`src/rtl/video_mem_arbiter_if.sv`:
```
// Port bundle between the video RAM arbiter and its clients: video fetch, Z80 bus and RAM port.
interface video_mem_arbiter_if;
  logic        pix_stb;
  logic        vid_en;
  logic [16:0] vid_addr;
  logic [7:0]  vid_din;

  logic        cpu_req;
  logic        cpu_we;
  logic [16:0] cpu_addr;
  logic [7:0]  cpu_wdata;
  logic [7:0]  cpu_rdata;
  logic        cpu_ack;
  logic        cpu_busy;

  logic [16:0] mem_addr;
  logic        mem_rd;
  logic        mem_wr;
  logic [7:0]  mem_wdata;
  logic [7:0]  mem_rdata;

  modport slave (
    input  pix_stb, vid_en, vid_addr,
    input  cpu_req, cpu_we, cpu_addr, cpu_wdata,
    input  mem_rdata,
    output vid_din, cpu_rdata, cpu_ack, cpu_busy,
    output mem_addr, mem_rd, mem_wr, mem_wdata
  );

  modport master (
    output pix_stb, vid_en, vid_addr,
    output cpu_req, cpu_we, cpu_addr, cpu_wdata,
    output mem_rdata,
    input  vid_din, cpu_rdata, cpu_ack, cpu_busy,
    input  mem_addr, mem_rd, mem_wr, mem_wdata
  );
endinterface

```
`src/rtl/video_mem_arbiter.sv`:
```
// Shares one RAM port between hard-slotted video fetches (pix_stb cycle) and a one-entry CPU request path.
//
// state    | meaning
// S_IDLE   | no CPU request held, cpu_busy=0, accepts cpu_req
// S_PEND   | request latched in holding reg, waiting for a free slot
// S_FLIGHT | access issued, waiting for cpu_ack (read data or write done)
module video_mem_arbiter #(
  parameter int MEM_LAT = 1
) (
  input logic             i_clk_sys,
  input logic             i_reset,
  video_mem_arbiter_if.slave bus
);

  typedef enum logic [1:0] {
    S_IDLE   = 2'd0,
    S_PEND   = 2'd1,
    S_FLIGHT = 2'd2
  } cpu_state_t;

  cpu_state_t r_state;
  cpu_state_t w_state_nxt;

  logic [1:0]  r_cnt;
  logic [1:0]  w_ph;

  logic        r_hold_we;
  logic [16:0] r_hold_addr;
  logic [7:0]  r_hold_wdata;

  logic        w_accept;
  logic        w_vid_issue;
  logic        w_cpu_issue;

  logic        r_mem_rd;
  logic        r_mem_wr;
  logic        r_rd_is_vid;
  logic [16:0] r_mem_addr;
  logic [7:0]  r_mem_wdata;

  logic [MEM_LAT-1:0] r_tag_vld;
  logic [MEM_LAT-1:0] r_tag_vid;
  logic        w_exit_vld;
  logic        w_exit_vid;

  logic [7:0]  r_vid_din;
  logic [7:0]  r_cpu_rdata;
  logic        r_cpu_ack;

  // Slot phase is 0 in the pix_stb cycle itself, so the registered part starts at 1 after it.
  always_ff @(posedge i_clk_sys or posedge i_reset) begin
    if (i_reset) begin
      r_cnt <= 2'd3;
    end else if (bus.pix_stb) begin
      r_cnt <= 2'd1;
    end else if (r_cnt != 2'd3) begin
      r_cnt <= r_cnt + 2'd1;
    end
  end

  assign w_ph        = bus.pix_stb ? 2'd0 : r_cnt;
  assign w_vid_issue = bus.pix_stb & bus.vid_en;

  always_ff @(posedge i_clk_sys or posedge i_reset) begin
    if (i_reset) begin
      r_state <= S_IDLE;
    end else begin
      r_state <= w_state_nxt;
    end
  end

  always_comb begin
    w_state_nxt = r_state;
    w_accept    = 1'b0;
    w_cpu_issue = 1'b0;
    case (r_state)
      S_IDLE: begin
        if (bus.cpu_req) begin
          w_accept    = 1'b1;
          w_state_nxt = S_PEND;
        end
      end
      S_PEND: begin
        // Video owns ph==0; with video enabled the CPU gets the fixed ph==2 slot.
        if (bus.vid_en ? (w_ph == 2'd2) : !w_vid_issue) begin
          w_cpu_issue = 1'b1;
          w_state_nxt = S_FLIGHT;
        end
      end
      S_FLIGHT: begin
        if (r_cpu_ack) begin
          w_state_nxt = S_IDLE;
        end
      end
      default: w_state_nxt = S_IDLE;
    endcase
  end

  always_ff @(posedge i_clk_sys or posedge i_reset) begin
    if (i_reset) begin
      r_hold_we    <= 1'b0;
      r_hold_addr  <= 17'd0;
      r_hold_wdata <= 8'd0;
    end else if (w_accept) begin
      r_hold_we    <= bus.cpu_we;
      r_hold_addr  <= bus.cpu_addr;
      r_hold_wdata <= bus.cpu_wdata;
    end
  end

  always_ff @(posedge i_clk_sys or posedge i_reset) begin
    if (i_reset) begin
      r_mem_rd    <= 1'b0;
      r_mem_wr    <= 1'b0;
      r_rd_is_vid <= 1'b0;
      r_mem_addr  <= 17'd0;
      r_mem_wdata <= 8'd0;
    end else begin
      r_mem_rd    <= w_vid_issue | (w_cpu_issue & ~r_hold_we);
      r_mem_wr    <= w_cpu_issue & r_hold_we;
      r_rd_is_vid <= w_vid_issue;
      if (w_vid_issue) begin
        r_mem_addr <= bus.vid_addr;
      end else if (w_cpu_issue) begin
        r_mem_addr <= r_hold_addr;
      end
      if (w_cpu_issue & r_hold_we) begin
        r_mem_wdata <= r_hold_wdata;
      end
    end
  end

  // Tag enters alongside the mem_rd strobe so its last stage lines up with valid mem_rdata.
  generate
    if (MEM_LAT == 1) begin : g_tag_lat1
      always_ff @(posedge i_clk_sys or posedge i_reset) begin
        if (i_reset) begin
          r_tag_vld <= '0;
          r_tag_vid <= '0;
        end else begin
          r_tag_vld <= r_mem_rd;
          r_tag_vid <= r_rd_is_vid;
        end
      end
    end else begin : g_tag_latn
      always_ff @(posedge i_clk_sys or posedge i_reset) begin
        if (i_reset) begin
          r_tag_vld <= '0;
          r_tag_vid <= '0;
        end else begin
          r_tag_vld <= {r_tag_vld[MEM_LAT-2:0], r_mem_rd};
          r_tag_vid <= {r_tag_vid[MEM_LAT-2:0], r_rd_is_vid};
        end
      end
    end
  endgenerate

  assign w_exit_vld = r_tag_vld[MEM_LAT-1];
  assign w_exit_vid = r_tag_vid[MEM_LAT-1];

  always_ff @(posedge i_clk_sys or posedge i_reset) begin
    if (i_reset) begin
      r_vid_din   <= 8'd0;
      r_cpu_rdata <= 8'd0;
      r_cpu_ack   <= 1'b0;
    end else begin
      r_cpu_ack <= (w_exit_vld & ~w_exit_vid) | r_mem_wr;
      if (w_exit_vld & w_exit_vid) begin
        r_vid_din <= bus.mem_rdata;
      end
      if (w_exit_vld & ~w_exit_vid) begin
        r_cpu_rdata <= bus.mem_rdata;
      end
    end
  end

  assign bus.vid_din   = r_vid_din;
  assign bus.cpu_rdata = r_cpu_rdata;
  assign bus.cpu_ack   = r_cpu_ack;
  assign bus.cpu_busy  = (r_state != S_IDLE);
  assign bus.mem_addr  = r_mem_addr;
  assign bus.mem_rd    = r_mem_rd;
  assign bus.mem_wr    = r_mem_wr;
  assign bus.mem_wdata = r_mem_wdata;

endmodule

```
`src/flat_wrapper.sv`:
```
// flat-port wrapper written by rule: the top's interface ports become plain ports
module video_mem_arbiter_flat 
#(
  parameter int MEM_LAT = 1
)
  (i_clk_sys, i_reset, bus_pix_stb, bus_vid_en, bus_vid_addr, bus_cpu_req, bus_cpu_we, bus_cpu_addr, bus_cpu_wdata, bus_mem_rdata, bus_vid_din, bus_cpu_rdata, bus_cpu_ack, bus_cpu_busy, bus_mem_addr, bus_mem_rd, bus_mem_wr, bus_mem_wdata);
  video_mem_arbiter_if bus_i ();
  input logic i_clk_sys;
  input logic i_reset;
  input wire logic [$bits(bus_i.pix_stb)-1:0] bus_pix_stb;
  input wire logic [$bits(bus_i.vid_en)-1:0] bus_vid_en;
  input wire logic [$bits(bus_i.vid_addr)-1:0] bus_vid_addr;
  input wire logic [$bits(bus_i.cpu_req)-1:0] bus_cpu_req;
  input wire logic [$bits(bus_i.cpu_we)-1:0] bus_cpu_we;
  input wire logic [$bits(bus_i.cpu_addr)-1:0] bus_cpu_addr;
  input wire logic [$bits(bus_i.cpu_wdata)-1:0] bus_cpu_wdata;
  input wire logic [$bits(bus_i.mem_rdata)-1:0] bus_mem_rdata;
  output wire logic [$bits(bus_i.vid_din)-1:0] bus_vid_din;
  output wire logic [$bits(bus_i.cpu_rdata)-1:0] bus_cpu_rdata;
  output wire logic [$bits(bus_i.cpu_ack)-1:0] bus_cpu_ack;
  output wire logic [$bits(bus_i.cpu_busy)-1:0] bus_cpu_busy;
  output wire logic [$bits(bus_i.mem_addr)-1:0] bus_mem_addr;
  output wire logic [$bits(bus_i.mem_rd)-1:0] bus_mem_rd;
  output wire logic [$bits(bus_i.mem_wr)-1:0] bus_mem_wr;
  output wire logic [$bits(bus_i.mem_wdata)-1:0] bus_mem_wdata;
  assign bus_i.pix_stb = bus_pix_stb;
  assign bus_i.vid_en = bus_vid_en;
  assign bus_i.vid_addr = bus_vid_addr;
  assign bus_i.cpu_req = bus_cpu_req;
  assign bus_i.cpu_we = bus_cpu_we;
  assign bus_i.cpu_addr = bus_cpu_addr;
  assign bus_i.cpu_wdata = bus_cpu_wdata;
  assign bus_i.mem_rdata = bus_mem_rdata;
  assign bus_vid_din = bus_i.vid_din;
  assign bus_cpu_rdata = bus_i.cpu_rdata;
  assign bus_cpu_ack = bus_i.cpu_ack;
  assign bus_cpu_busy = bus_i.cpu_busy;
  assign bus_mem_addr = bus_i.mem_addr;
  assign bus_mem_rd = bus_i.mem_rd;
  assign bus_mem_wr = bus_i.mem_wr;
  assign bus_mem_wdata = bus_i.mem_wdata;
  video_mem_arbiter #(.MEM_LAT(MEM_LAT)) u_core (.i_clk_sys(i_clk_sys), .i_reset(i_reset), .bus(bus_i));
endmodule
```
`config.mk`:
```
export PLATFORM = sky130hd
export DESIGN_NAME = video_mem_arbiter_flat
export DESIGN_NICKNAME = d
export VERILOG_FILES = /design/src/rtl/video_mem_arbiter_if.sv /design/src/rtl/video_mem_arbiter.sv /design/src/flat_wrapper.sv
export SDC_FILE = /design/constraint.sdc
export NUM_CORES = 1
export LEC_CHECK = 0
export ABC_AREA = 1
export BUFFER_PORTS_ARGS = -buffer_cell sky130_fd_sc_hd__buf_2
export CORE_MARGIN = 4
export CORE_UTILIZATION = 51
export CTS_CLUSTER_SIZE = 28
export DETAILED_ROUTE_END_ITERATION = 12
export GPL_TIMING_DRIVEN = 0
export PLACE_DENSITY = 0.81
export SYNTH_ARGS = -nofsm -noshare
export SYNTH_HDL_FRONTEND = slang
export SYNTH_SLANG_ARGS = --single-unit
```
`constraint.sdc`:
```
create_clock -name i_clk_sys -period 4 [get_ports i_clk_sys]
set_clock_uncertainty 0.15 [all_clocks]
set_input_delay 1.2 -clock i_clk_sys [delete_from_list [all_inputs] [get_ports i_clk_sys]]
set_output_delay 1.2 -clock i_clk_sys [all_outputs]
set_load 0.02 [all_outputs]
```
# ---- Word level (Yosys, flattened, before mapping)
# Cells that the tools add are included.
# Widths: inputs -> output; s select.
dict set report totals {
  ff_bits 77
  word_cells 52
}
dict set report op_classes {
  addsub 1
  n_eq_ne 7
  muxes 14
  bitwise_logic 9
  reduce_logical 6
}
# op n
set op_table {}
lappend op_table {{$mux 17} 2}
lappend op_table {{$mux 2} 6}
lappend op_table {{$pmux 2 s3} 1}
lappend op_table {{$reduce_bool 2->1} 3}
lappend op_table {{$and 1x1->1} 5}
lappend op_table {{$mux 1} 5}
lappend op_table {{$eq 2x2->1 const B} 2}
lappend op_table {{$ne 2x1->1 const B} 2}
lappend op_table {{$ne 2x2->1 const B} 2}
lappend op_table {{$reduce_and 3->1} 1}
lappend op_table {{$add 2x1->2 const B} 1}
lappend op_table {{$eq 2x1->1 const B} 1}
lappend op_table {{$logic_not 2->1} 1}
lappend op_table {{$not 1->1} 2}
lappend op_table {{$or 1x1->1} 2}
lappend op_table {{$logic_not 1->1} 1}

# ---- Logic depth before layout (Yosys ltp)
# Gate-level depths: netlist of the first run.
dict set report depth {
  ltp_word 7
  mapped_depth 8
  depth_no_buf 7
}

# ---- Worst setup path before layout of the first run
# OpenSTA, ideal clock, no wires.
dict set report synth_path {
  path_kind {register to output}
  startpoint {register u_core.r_state[1]}
  endpoint {output bus_cpu_busy}
  arrival_ns 0.922
  required_time_ns 2.650
  slack_ns 1.728
  path_stages_with_launch 4
  n_path_buf 1
  path_cell_list {dfrtp_1 > nor2_4 > buf_2 > inv_1}
}
dict set report synth_between {
  elab_chain_len 1
}
# element line
set synth_rtl {}
lappend synth_rtl {{start: declaration} video_mem_arbiter.sv:21} ;# cpu_state_t r_state;
lappend synth_rtl {{start signal: assignment} video_mem_arbiter.sv:68} ;# r_state <= w_state_nxt;
lappend synth_rtl {{$reduce_bool 2->1} video_mem_arbiter.sv:180} ;# assign bus.cpu_busy = (r_state != S_IDLE);
lappend synth_rtl {{end: declaration} flat_wrapper.sv:21} ;# output wire logic [$bits(bus_i.cpu_busy)-1:0] bus_cpu_busy;
# Every way passes these cells.

# ---- Worst setup path after layout of the first run
# Ends and elaborated chain as after synthesis.

==> reports/results.tsv, run 1 <==
stage	metric	value	unit
worst_setup_path	critPathRequiredTime	2650	ps
synth	yosysTopAreaCell	dfrtp_1	
final_layout	fill_cells	508	
detailed_routing	dr.pass1.iters	4	
final_layout	regArea	1930	µm²
cts	cts.sinks	77	
final_layout	nNetsFinal	542	
placed_design	dpl-instance-area	3880	µm²
final_layout	stdcell_area	4050	µm²
power	swShare	0.398	
power	netSwitchingPower	0.00116	W
worst_setup_path	critPathKind	flop to primary output	
worst_setup_path	r2r_start	u_core.r_cnt[1]$_DFFE_PP1P_	
worst_setup_path	path_depth	4	
global_route	grt_pass1_wl	12.1	mm
power	comb_power_share	0.381	
detailed_routing	viasPerCell	4.90	
placed_design	gp_congestion	0.856	
cts	cts_hold_buffers	0	
worst_setup_path	startpoint_type	flop	
placed_design	io_buffers	99	
detailed_routing	wl_per_cell	12.9	µm
worst_setup_path	critPathBufInv	3	
die	die_area	7740	µm²
synth	ys_seq_area_frac	0.591	
synth	synth_cell_type_count	18	
power	seq_power_share	0.443	
worst_setup_path	cp.arrival	1520	ps
detailed_routing	drt_iter0_drc	181	
global_route	grt_pass1_vias	2756	
global_route	grt_overflow	0	
die	dieWidth	88.0	µm
timing	fin_crit	2870	ps
hold_path	hold_class	flop to flop	
power	ir_drop	0.384	mV
status	outcome	finished, final reports clean	
die	start_util	0.538	
power	power.density	719	nW/µm²
final_layout	drive_gt1_frac	0.288	
final_layout	synthToLayoutAreaGrowth	24.2	%
worst_setup_path	worst_path_max_delay_cell	dfrtp_1	
final_layout	mostFrequentLayoutCells	nand2_1 (178), buf_2 (107), dfrtp_1 (75)	
job	drv_cap	0	
global_route	antenna_found_initial	0	
die	io_pins	101	
power	p_clk_frac	0.176	
detailed_routing	ant_nets	0	
cts	tritoncts	yes	
worst_setup_path	cp-end-kind	primary output	
cts	cts-resized-gates	0	
timing	worst_pin_slew	459	ps
synth	syn_area	3260	µm²
timing	maxSlewViolCount	0	
die	dieHeight	88.0	µm
final_layout	fin_util	0.669	
global_route	track_usage	0.202	
worst_setup_path	reg2reg_depth	5	
worst_setup_path	r2r_setup_slack	2380	ps
synth	synth_nets	431	
worst_setup_path	path_delay_family	buffers and inverters	
cts	cts.clk_slew.worst_paths	70	ps
cts	htreeDepth	3	
worst_setup_path	path_cells	nor2_4, buf_2, inv_1, buf_2	
synth	synth.avg_cell_area	8.72	µm²
die	core	6060	µm²
final_layout	layout_commonest_cell	nand2_1	
worst_setup_path	crit_path_end	bus_cpu_busy	
cts	cts-buffers-inserted	9	
timing	rsz0062_at_grt	false	
synth	synth_top_area_share	0.575	
worst_setup_path	path_max_fanout	10	
placed_design	hpwl	5.34	mm
synth	yosys_warnings	0	
final_layout	multi_input_area	1140	µm²
timing	period_share	0.718	
detailed_routing	vias	2768	
timing	hold_viol	0	
detailed_routing	routed_wl	7.29	mm
worst_setup_path	r2r_end	u_core.bus.mem_wdata[3]$_DFFE_PP0P_	
worst_setup_path	slowest_delay	450	ps
final_layout	num_antenna_cells	0	
timing	setup_violations	0	
synth	synth_seq_cells	77	
global_route	grt_max_degree	78	
cts	clock_latency	330	ps
worst_setup_path	cpMostUsedCell	buf_2	
worst_setup_path	crit_start	u_core.r_state[1]$_DFFE_PP0P_	
timing	slew_headroom	0.694	
detailed_routing	drcViolationCount	0	
cts	clockBufferDepth	2	
power	power	0.00292	W
die	rows	28	
timing	fmax	0.348	GHz
cts	cts-root-buf	clkbuf_8	
synth	syn_inst	374	
power	leakage	2.34	nW
synth	ys_top_cells_by_area	dfrtp_1 (58%), nand2_1 (20%), nand3_1 (6.3%)	
cts	postCtsSetupBuffers	0	
power	internal_power	0.00175	W
## metal layers
metal | up-vias | part of all wire | GRT usage
met2 | 85 | 0.49 | 0.328
met5 | - | 0 | 0
met3 | 18 | 0.063 | 0.0301
li1 | 1410 | - | -
met4 | 0 | 0.028 | 0.106
met1 | 1255 | 0.42 | 0.264
## cell usage after synthesis (all sizes together)
library cell	number
o21ai	20
nor2	2
inv	18
dfrtp	75
nand4	8
a21oi	2
ha	1
buf	14
clkbuf	5
nand2	180
dfstp	2
nand3	47
## final cells by class
cell class | instances | area share
flip-flops and latches | 77 | 0.476
multi-input cells | 260 | 0.281
repair buffers | 100 | 0.129
clock buffers | 15 | 0.0410
plain buffers | 19 | 0.0302
well taps | 75 | 0.0231
inverters | 18 | 0.0179
clock inverters | 1 | 0.00123
## how the worst min path moves through the flow
stage | startpoint | end | slack [ps] | cells after the start
after floorplan | u_core.r_rd_is_vid$_DFF_PP0_ | u_core.r_tag_vid$_DFF_PP0_ | 180 | 0
after global placement | u_core.r_rd_is_vid$_DFF_PP0_ | u_core.r_tag_vid$_DFF_PP0_ | 180 | 0
after detailed placement | u_core.r_rd_is_vid$_DFF_PP0_ | u_core.r_tag_vid$_DFF_PP0_ | 200 | 0
after CTS | u_core.r_rd_is_vid$_DFF_PP0_ | u_core.r_tag_vid$_DFF_PP0_ | 210 | 0
after global routing | u_core.r_rd_is_vid$_DFF_PP0_ | u_core.r_tag_vid$_DFF_PP0_ | 220 | 0
final | u_core.r_rd_is_vid$_DFF_PP0_ | u_core.r_tag_vid$_DFF_PP0_ | 220 | 0
## power groups by stage
stage	combinational, W	sequential [W]	clock [W]
after floorplan	0.000539	0.00150	0
after global placement	0.00109	0.00129	0
after detailed placement	0.00112	0.00130	0
after CTS	0.00113	0.00129	0.000524
after global routing	0.00125	0.00133	0.000555
final	0.00111	0.00129	0.000513
## registers in the layout, summed over array words and instances, names as in the netlist
| signal | count |
|---|---|
| u_core.r_state | 2 |
| u_core.r_cnt | 2 |
| u_core.bus.mem_addr | 17 |
| u_core.r_tag_vid | 1 |
| u_core.bus.mem_rd | 1 |
| u_core.bus.vid_din | 8 |
| u_core.bus.cpu_ack | 1 |
| u_core.r_hold_wdata | 8 |
| u_core.bus.cpu_rdata | 8 |
| u_core.r_tag_vld | 1 |
| u_core.r_rd_is_vid | 1 |
| u_core.r_hold_addr | 17 |
| u_core.bus.mem_wdata | 8 |
| u_core.r_hold_we | 1 |
| u_core.bus.mem_wr | 1 |
## stage by stage
stage          setup slack, ps  cells  setup TNS, ps  hold WS (ps)
2_1_floorplan              687    374              0           181
3_3_place_gp              -102    548          -7440           185
3_5_place_dp              1490    549              0           195
4_1_cts                   1110    565              0           212
5_1_grt                   1040    565              0           220
6_report                  1130    565              0           215
## cell families after synthesis
kind of cell,synth area share
and+or+nand+nor,0.312
adders and majority gates,0.00383
DFF,0.591
buffers and inverters,0.0591
AOI/OAI and AO/OA,0.0337
Power figures use the tool's default switching activity.
==> inputs of run 2 (changes only) <==
==> constraint.sdc (replaced) <==
create_clock -name i_clk_sys -period 2.75 [get_ports i_clk_sys]
set_clock_uncertainty 0.15 [all_clocks]
set_input_delay 0.825 -clock i_clk_sys [delete_from_list [all_inputs] [get_ports i_clk_sys]]
set_output_delay 0.825 -clock i_clk_sys [all_outputs]
set_load 0.02 [all_outputs]
==> reports/results.tsv, run 2 (same netlist as run 1, synthesis figures left out) <==
stage	metric	value	unit	change
status	outcome	finished, final reports clean		
cts	cts.clk_slew.worst_paths	80	ps	about the same
power	power.density	1050	nW/µm²	+45%
cts	cts-resized-gates	0		unchanged
timing	setup_violations	0		unchanged
worst_setup_path	path_max_fanout	10		unchanged
worst_setup_path	reg2reg_depth	5		unchanged
cts	cts.sinks	77		unchanged
worst_setup_path	critPathBufInv	3		unchanged
placed_design	dp_slack	645	ps	-842 ps
job	drv_cap	0		unchanged
timing	fin_crit	2470	ps	
power	leakage	2.33	nW	-0.76%
timing	slew_headroom	0.382		-0.312
global_route	grt_pass1_vias	2622		-4.9%
worst_setup_path	path_cells	nor2_4, buf_2, inv_1, buf_2		
worst_setup_path	path_delay_family	buffers and inverters		
timing	hold_viol	0		unchanged
worst_setup_path	r2r_setup_slack	1190	ps	-1190 ps
cts	cts-buffers-inserted	9		unchanged
final_layout	drive_gt1_frac	0.296		+0.00816
timing	fin_ws	277	ps	-850 ps
timing	maxSlewViolCount	0		unchanged
detailed_routing	drt_iter0_drc	117		-35%
detailed_routing	viasPerCell	4.95		+1.0%
timing	worst_pin_slew	925	ps	+466 ps
worst_setup_path	slowest_delay	450	ps	about the same
global_route	grt_max_degree	43		-45%
placed_design	hpwl	5.59	mm	+4.6%
final_layout	synthToLayoutAreaGrowth	24.2	%	about the same
timing	fmax	0.404	GHz	
cts	postCtsSetupBuffers	0		unchanged
hold_path	worstHoldEndpoint	u_core.r_tag_vid$_DFF_PP0_		
die	dieWidth	88.0	µm	unchanged
timing	period_share	0.899		
global_route	grt_overflow	0		unchanged
worst_setup_path	crit_start	u_core.r_state[1]$_DFFE_PP0P_		
global_route	antenna_found_initial	0		unchanged
die	dieHeight	88.0	µm	unchanged
worst_setup_path	startpoint_type	flop		
worst_setup_path	r2r_end	u_core.bus.mem_wdata[4]$_DFFE_PP0P_		
final_layout	mostFrequentLayoutCells	nand2_1 (178), buf_2 (107), dfrtp_1 (75)		
worst_setup_path	worst_path_max_delay_cell	dfrtp_1		
cts	cts-root-buf	clkbuf_8		
worst_setup_path	cp.arrival	1500	ps	-20 ps
cts	tritoncts	yes		
final_layout	fill_cells	501		-1.4%
cts	cts_hold_buffers	0		unchanged
global_route	track_usage	0.204		+0.00211
power	ir_drop	0.552	mV	+44%
placed_design	gp_congestion	0.853		-0.42%
final_layout	num_antenna_cells	0		unchanged
cts	htreeDepth	3		unchanged
timing	timing.setup.tns	0	ps	unchanged
worst_setup_path	critPathKind	flop to primary output		
die	core	6060	µm²	unchanged
detailed_routing	routed_wl	7.46	mm	+2.3%
die	start_util	0.538		unchanged
detailed_routing	vias	2797		+1.0%
timing	rsz0062_at_grt	false		
placed_design	io_buffers	99		unchanged
final_layout	nNetsFinal	542		unchanged
worst_setup_path	r2r_start	u_core.r_cnt[1]$_DFFE_PP1P_		
hold_path	hold_class	flop to flop		
detailed_routing	drcViolationCount	0		unchanged
global_route	grt_pass1_wl	12.2	mm	+0.85%
die	io_pins	101		unchanged
die	die_area	7740	µm²	unchanged
cts	clockBufferDepth	2		unchanged
power	power	0.00424	W	+45%
final_layout	layout_commonest_cell	nand2_1		
hold_path	min_from	u_core.r_rd_is_vid$_DFF_PP0_		
worst_setup_path	critPathRequiredTime	1780	ps	-870 ps
detailed_routing	ant_nets	0		unchanged
cts	clock_latency	340	ps	about the same
hold_path	min_path_cells	0		unchanged
die	rows	28		unchanged
worst_setup_path	cpMostUsedCell	buf_2		
detailed_routing	wl_per_cell	13.2	µm	+2.3%
worst_setup_path	cp-end-kind	primary output		
detailed_routing	dr.pass1.iters	4		unchanged
## run 2: per-layer routing
layer  global-route usage  vias to the layer above  share of wire
li1                     -                     1409              -
met1                0.278                     1277           0.42
met2                0.331                      107           0.49
met3               0.0339                        4          0.081
met4               0.0753                        0         0.0054
met5                    0                        -              0
## run 2: worst max path at each step
stage	end	cells after the start
floorplan	bus_cpu_busy	3
global placement	u_core.r_hold_addr[8]$_DFFE_PP0P_	2
detailed placement	bus_cpu_busy	4
CTS	bus_cpu_busy	4
global route	bus_cpu_busy	4
finish	bus_cpu_busy	4
## run 2: report_power, final
group	internal [W]	total, W	switching (W)	leakage [nW]
clock network	0.000328	0.000735	0.000407	0.0774
logic	0.000564	0.00162	0.00105	1.29
registers	0.00161	0.00189	0.000279	0.961
## run 2: per-stage QoR
step / util / hold slack, ps / area, µm² / cells
after floorplan: - / 181 / 3270 / 374
after global placement: 0.636 / 184 / 3860 / 548
after detailed placement: 0.640 / 196 / 3880 / 549
after CTS: 0.669 / 214 / 4050 / 565
after global routing: 0.669 / 219 / 4050 / 565
final: 0.669 / 210 / 4050 / 565
## run 2: area by class of cell
| cell class | instances | area (µm²) | share of cell area |
|---|---|---|---|
| well taps | 75 | 93.8 | 0.0232 |
| plain buffers | 19 | 123 | 0.0303 |
| clock buffers | 9 | 124 | 0.0306 |
| flip-flops and latches | 77 | 1930 | 0.476 |
| clock inverters | 7 | 52.6 | 0.0130 |
| repair buffers | 100 | 515 | 0.127 |
| inverters | 18 | 73.8 | 0.0182 |
| multi-input cells | 260 | 1140 | 0.282 |
## run 2: worst register-to-register path, delay by kind of cell, from the launching register on
kind             cells  cell delay (ps)
AND/OR/NAND/NOR      5              750
flip-flops           1              560
==> inputs of run 3 (changes only) <==
--- a/config.mk
+++ b/config.mk
@@ -12,7 +12,7 @@
 export CTS_CLUSTER_SIZE = 28
 export DETAILED_ROUTE_END_ITERATION = 12
 export GPL_TIMING_DRIVEN = 0
-export PLACE_DENSITY = 0.81
+export PLACE_DENSITY = 0.78
 export SYNTH_ARGS = -nofsm -noshare
 export SYNTH_HDL_FRONTEND = slang
 export SYNTH_SLANG_ARGS = --single-unit
==> reports/results.tsv, run 3 (same netlist as run 1, synthesis figures left out) <==
stage	metric	value	unit	change
timing	worst_pin_slew	475	ps	-450 ps
worst_setup_path	cp.arrival	1520	ps	+20 ps
worst_setup_path	cpMostUsedCell	buf_2		
final_layout	layout_commonest_cell	nand2_1		
detailed_routing	wl_per_cell	13.2	µm	-0.10%
cts	cts-buffers-inserted	9		unchanged
hold_path	min_from	u_core.r_rd_is_vid$_DFF_PP0_		
worst_setup_path	critPathRequiredTime	1780	ps	about the same
cts	postCtsSetupBuffers	0		unchanged
global_route	grt_overflow	0		unchanged
placed_design	dp.cells	550		+0.18%
die	rows	28		unchanged
timing	setup_violations	0		unchanged
timing	timing.setup.tns	0	ps	unchanged
worst_setup_path	r2r_start	u_core.r_cnt[1]$_DFFE_PP1P_		
worst_setup_path	r2r_setup_slack	1170	ps	-20 ps
final_layout	mostFrequentLayoutCells	nand2_1 (178), buf_2 (107), dfrtp_1 (75)		
detailed_routing	routed_wl	7.44	mm	-0.28%
cts	cts-resized-gates	0		unchanged
detailed_routing	viasPerCell	5.00		+1.0%
timing	rsz0062_at_grt	false		
timing	period_share	0.908		+0.00818
die	core	6060	µm²	unchanged
detailed_routing	drcViolationCount	0		unchanged
final_layout	finalNonFillerCells	564		-0.18%
detailed_routing	dr.pass1.iters	4		unchanged
placed_design	io_buffers	99		unchanged
worst_setup_path	critPathKind	flop to primary output		
final_layout	multi_input_area	1140	µm²	unchanged
worst_setup_path	cp-end-kind	primary output		
cts	cts.sinks	77		unchanged
power	power.density	1040	nW/µm²	-0.47%
detailed_routing	drt_iter0_drc	98		-16%
cts	tritoncts	yes		
worst_setup_path	path_delay_family	buffers and inverters		
job	drv_cap	0		unchanged
timing	maxSlewViolCount	0		unchanged
worst_setup_path	path_max_fanout	10		unchanged
detailed_routing	ant_nets	0		unchanged
global_route	track_usage	0.204		-0.000597
worst_setup_path	worst_path_max_delay_cell	dfrtp_1		
die	start_util	0.538		unchanged
cts	cts.clk_slew.worst_paths	70	ps	about the same
die	io_pins	101		unchanged
global_route	grt_max_degree	42		-2.3%
cts	clockBufferDepth	2		unchanged
final_layout	fill_cells	526		+5.0%
final_layout	synthToLayoutAreaGrowth	24.4	%	
die	dieWidth	88.0	µm	unchanged
hold_path	worstHoldEndpoint	u_core.r_tag_vid$_DFF_PP0_		
final_layout	num_antenna_cells	0		unchanged
cts	clock_latency	340	ps	about the same
global_route	grt_pass1_vias	2645		+0.88%
placed_design	hpwl	5.47	mm	-2.0%
worst_setup_path	reg2reg_depth	5		unchanged
worst_setup_path	critPathBufInv	3		unchanged
timing	slew_headroom	0.683		+0.301
timing	fmax	0.401	GHz	-0.90%
detailed_routing	vias	2820		+0.82%
cts	cts-root-buf	clkbuf_8		
cts	cts_hold_buffers	0		unchanged
cts	htreeDepth	3		unchanged
power	ir_drop	0.566	mV	+2.5%
timing	hold_viol	0		unchanged
placed_design	gp_congestion	0.836		-1.9%
worst_setup_path	r2r_end	u_core.bus.mem_wdata[2]$_DFFE_PP0P_		
final_layout	regArea	1930	µm²	unchanged
worst_setup_path	slowest_delay	450	ps	about the same
worst_setup_path	path_cells	nor2_4, buf_2, inv_1, buf_2		
status	outcome	finished, final reports clean		
power	leakage	2.34	nW	+0.69%
worst_setup_path	startpoint_type	flop		
final_layout	nNetsFinal	543		+0.18%
hold_path	min_path_cells	0		unchanged
timing	fin_crit	2500	ps	+22.5 ps
die	dieHeight	88.0	µm	unchanged
global_route	antenna_found_initial	0		unchanged
die	die_area	7740	µm²	unchanged
final_layout	drive_gt1_frac	0.294		-0.00144
hold_path	hold_class	flop to flop		
global_route	grt_pass1_wl	12.0	mm	-1.9%
## run 3: cell types whose count changed in the layout (fill, tap and decap cells not counted), sizes merged
cell      delta
buf          +1
clkinvlp     -3
clkbuf       +1
## run 3: area by class of cell
type	count	area share
inverter	18	0.0182
clock buffer	10	0.0339
sequential	77	0.475
multi-input combinational	260	0.281
clock inverter	4	0.00647
buffer	19	0.0302
timing repair buffer	101	0.132
tap	75	0.0231
## run 3: per-stage QoR
step	area (µm²)	utilization	hold WS (ps)	worst slack, ps	power (W)
after floorplan	3270	-	181	853	0.00296
after global placement	3860	0.636	184	409	0.00347
after detailed placement	3900	0.643	185	614	0.00353
after CTS	4060	0.670	194	230	0.00427
after global routing	4060	0.670	216	151	0.00455
final	4060	0.670	198	254	0.00423
## run 3: power by group
| group | internal, W | switching [W] |
|---|---|---|
| clock network | 0.000341 | 0.000391 |
| logic | 0.000567 | 0.00106 |
| registers | 0.00161 | 0.000266 |
## run 3: worst max-delay path by stage
stage	endpoint	depth (start not counted)	startpoint	slack (ps)
after floorplan	bus_cpu_busy	3	u_core.r_state[1]$_DFFE_PP0P_	850
after global placement	u_core.r_hold_addr[9]$_DFFE_PP0P_	2	i_reset	410
after detailed placement	bus_cpu_busy	4	u_core.r_state[1]$_DFFE_PP0P_	610
after CTS	bus_cpu_busy	4	u_core.r_state[1]$_DFFE_PP0P_	230
after global routing	bus_cpu_busy	4	u_core.r_state[1]$_DFFE_PP0P_	150
final	bus_cpu_busy	4	u_core.r_state[1]$_DFFE_PP0P_	250
## run 3: layer usage
layer | wire length, µm | GRT usage
met1 | 3200 | 0.268
met2 | 3540 | 0.323
met3 | 540 | 0.0357
met4 | 160 | 0.107
met5 | 0 | 0
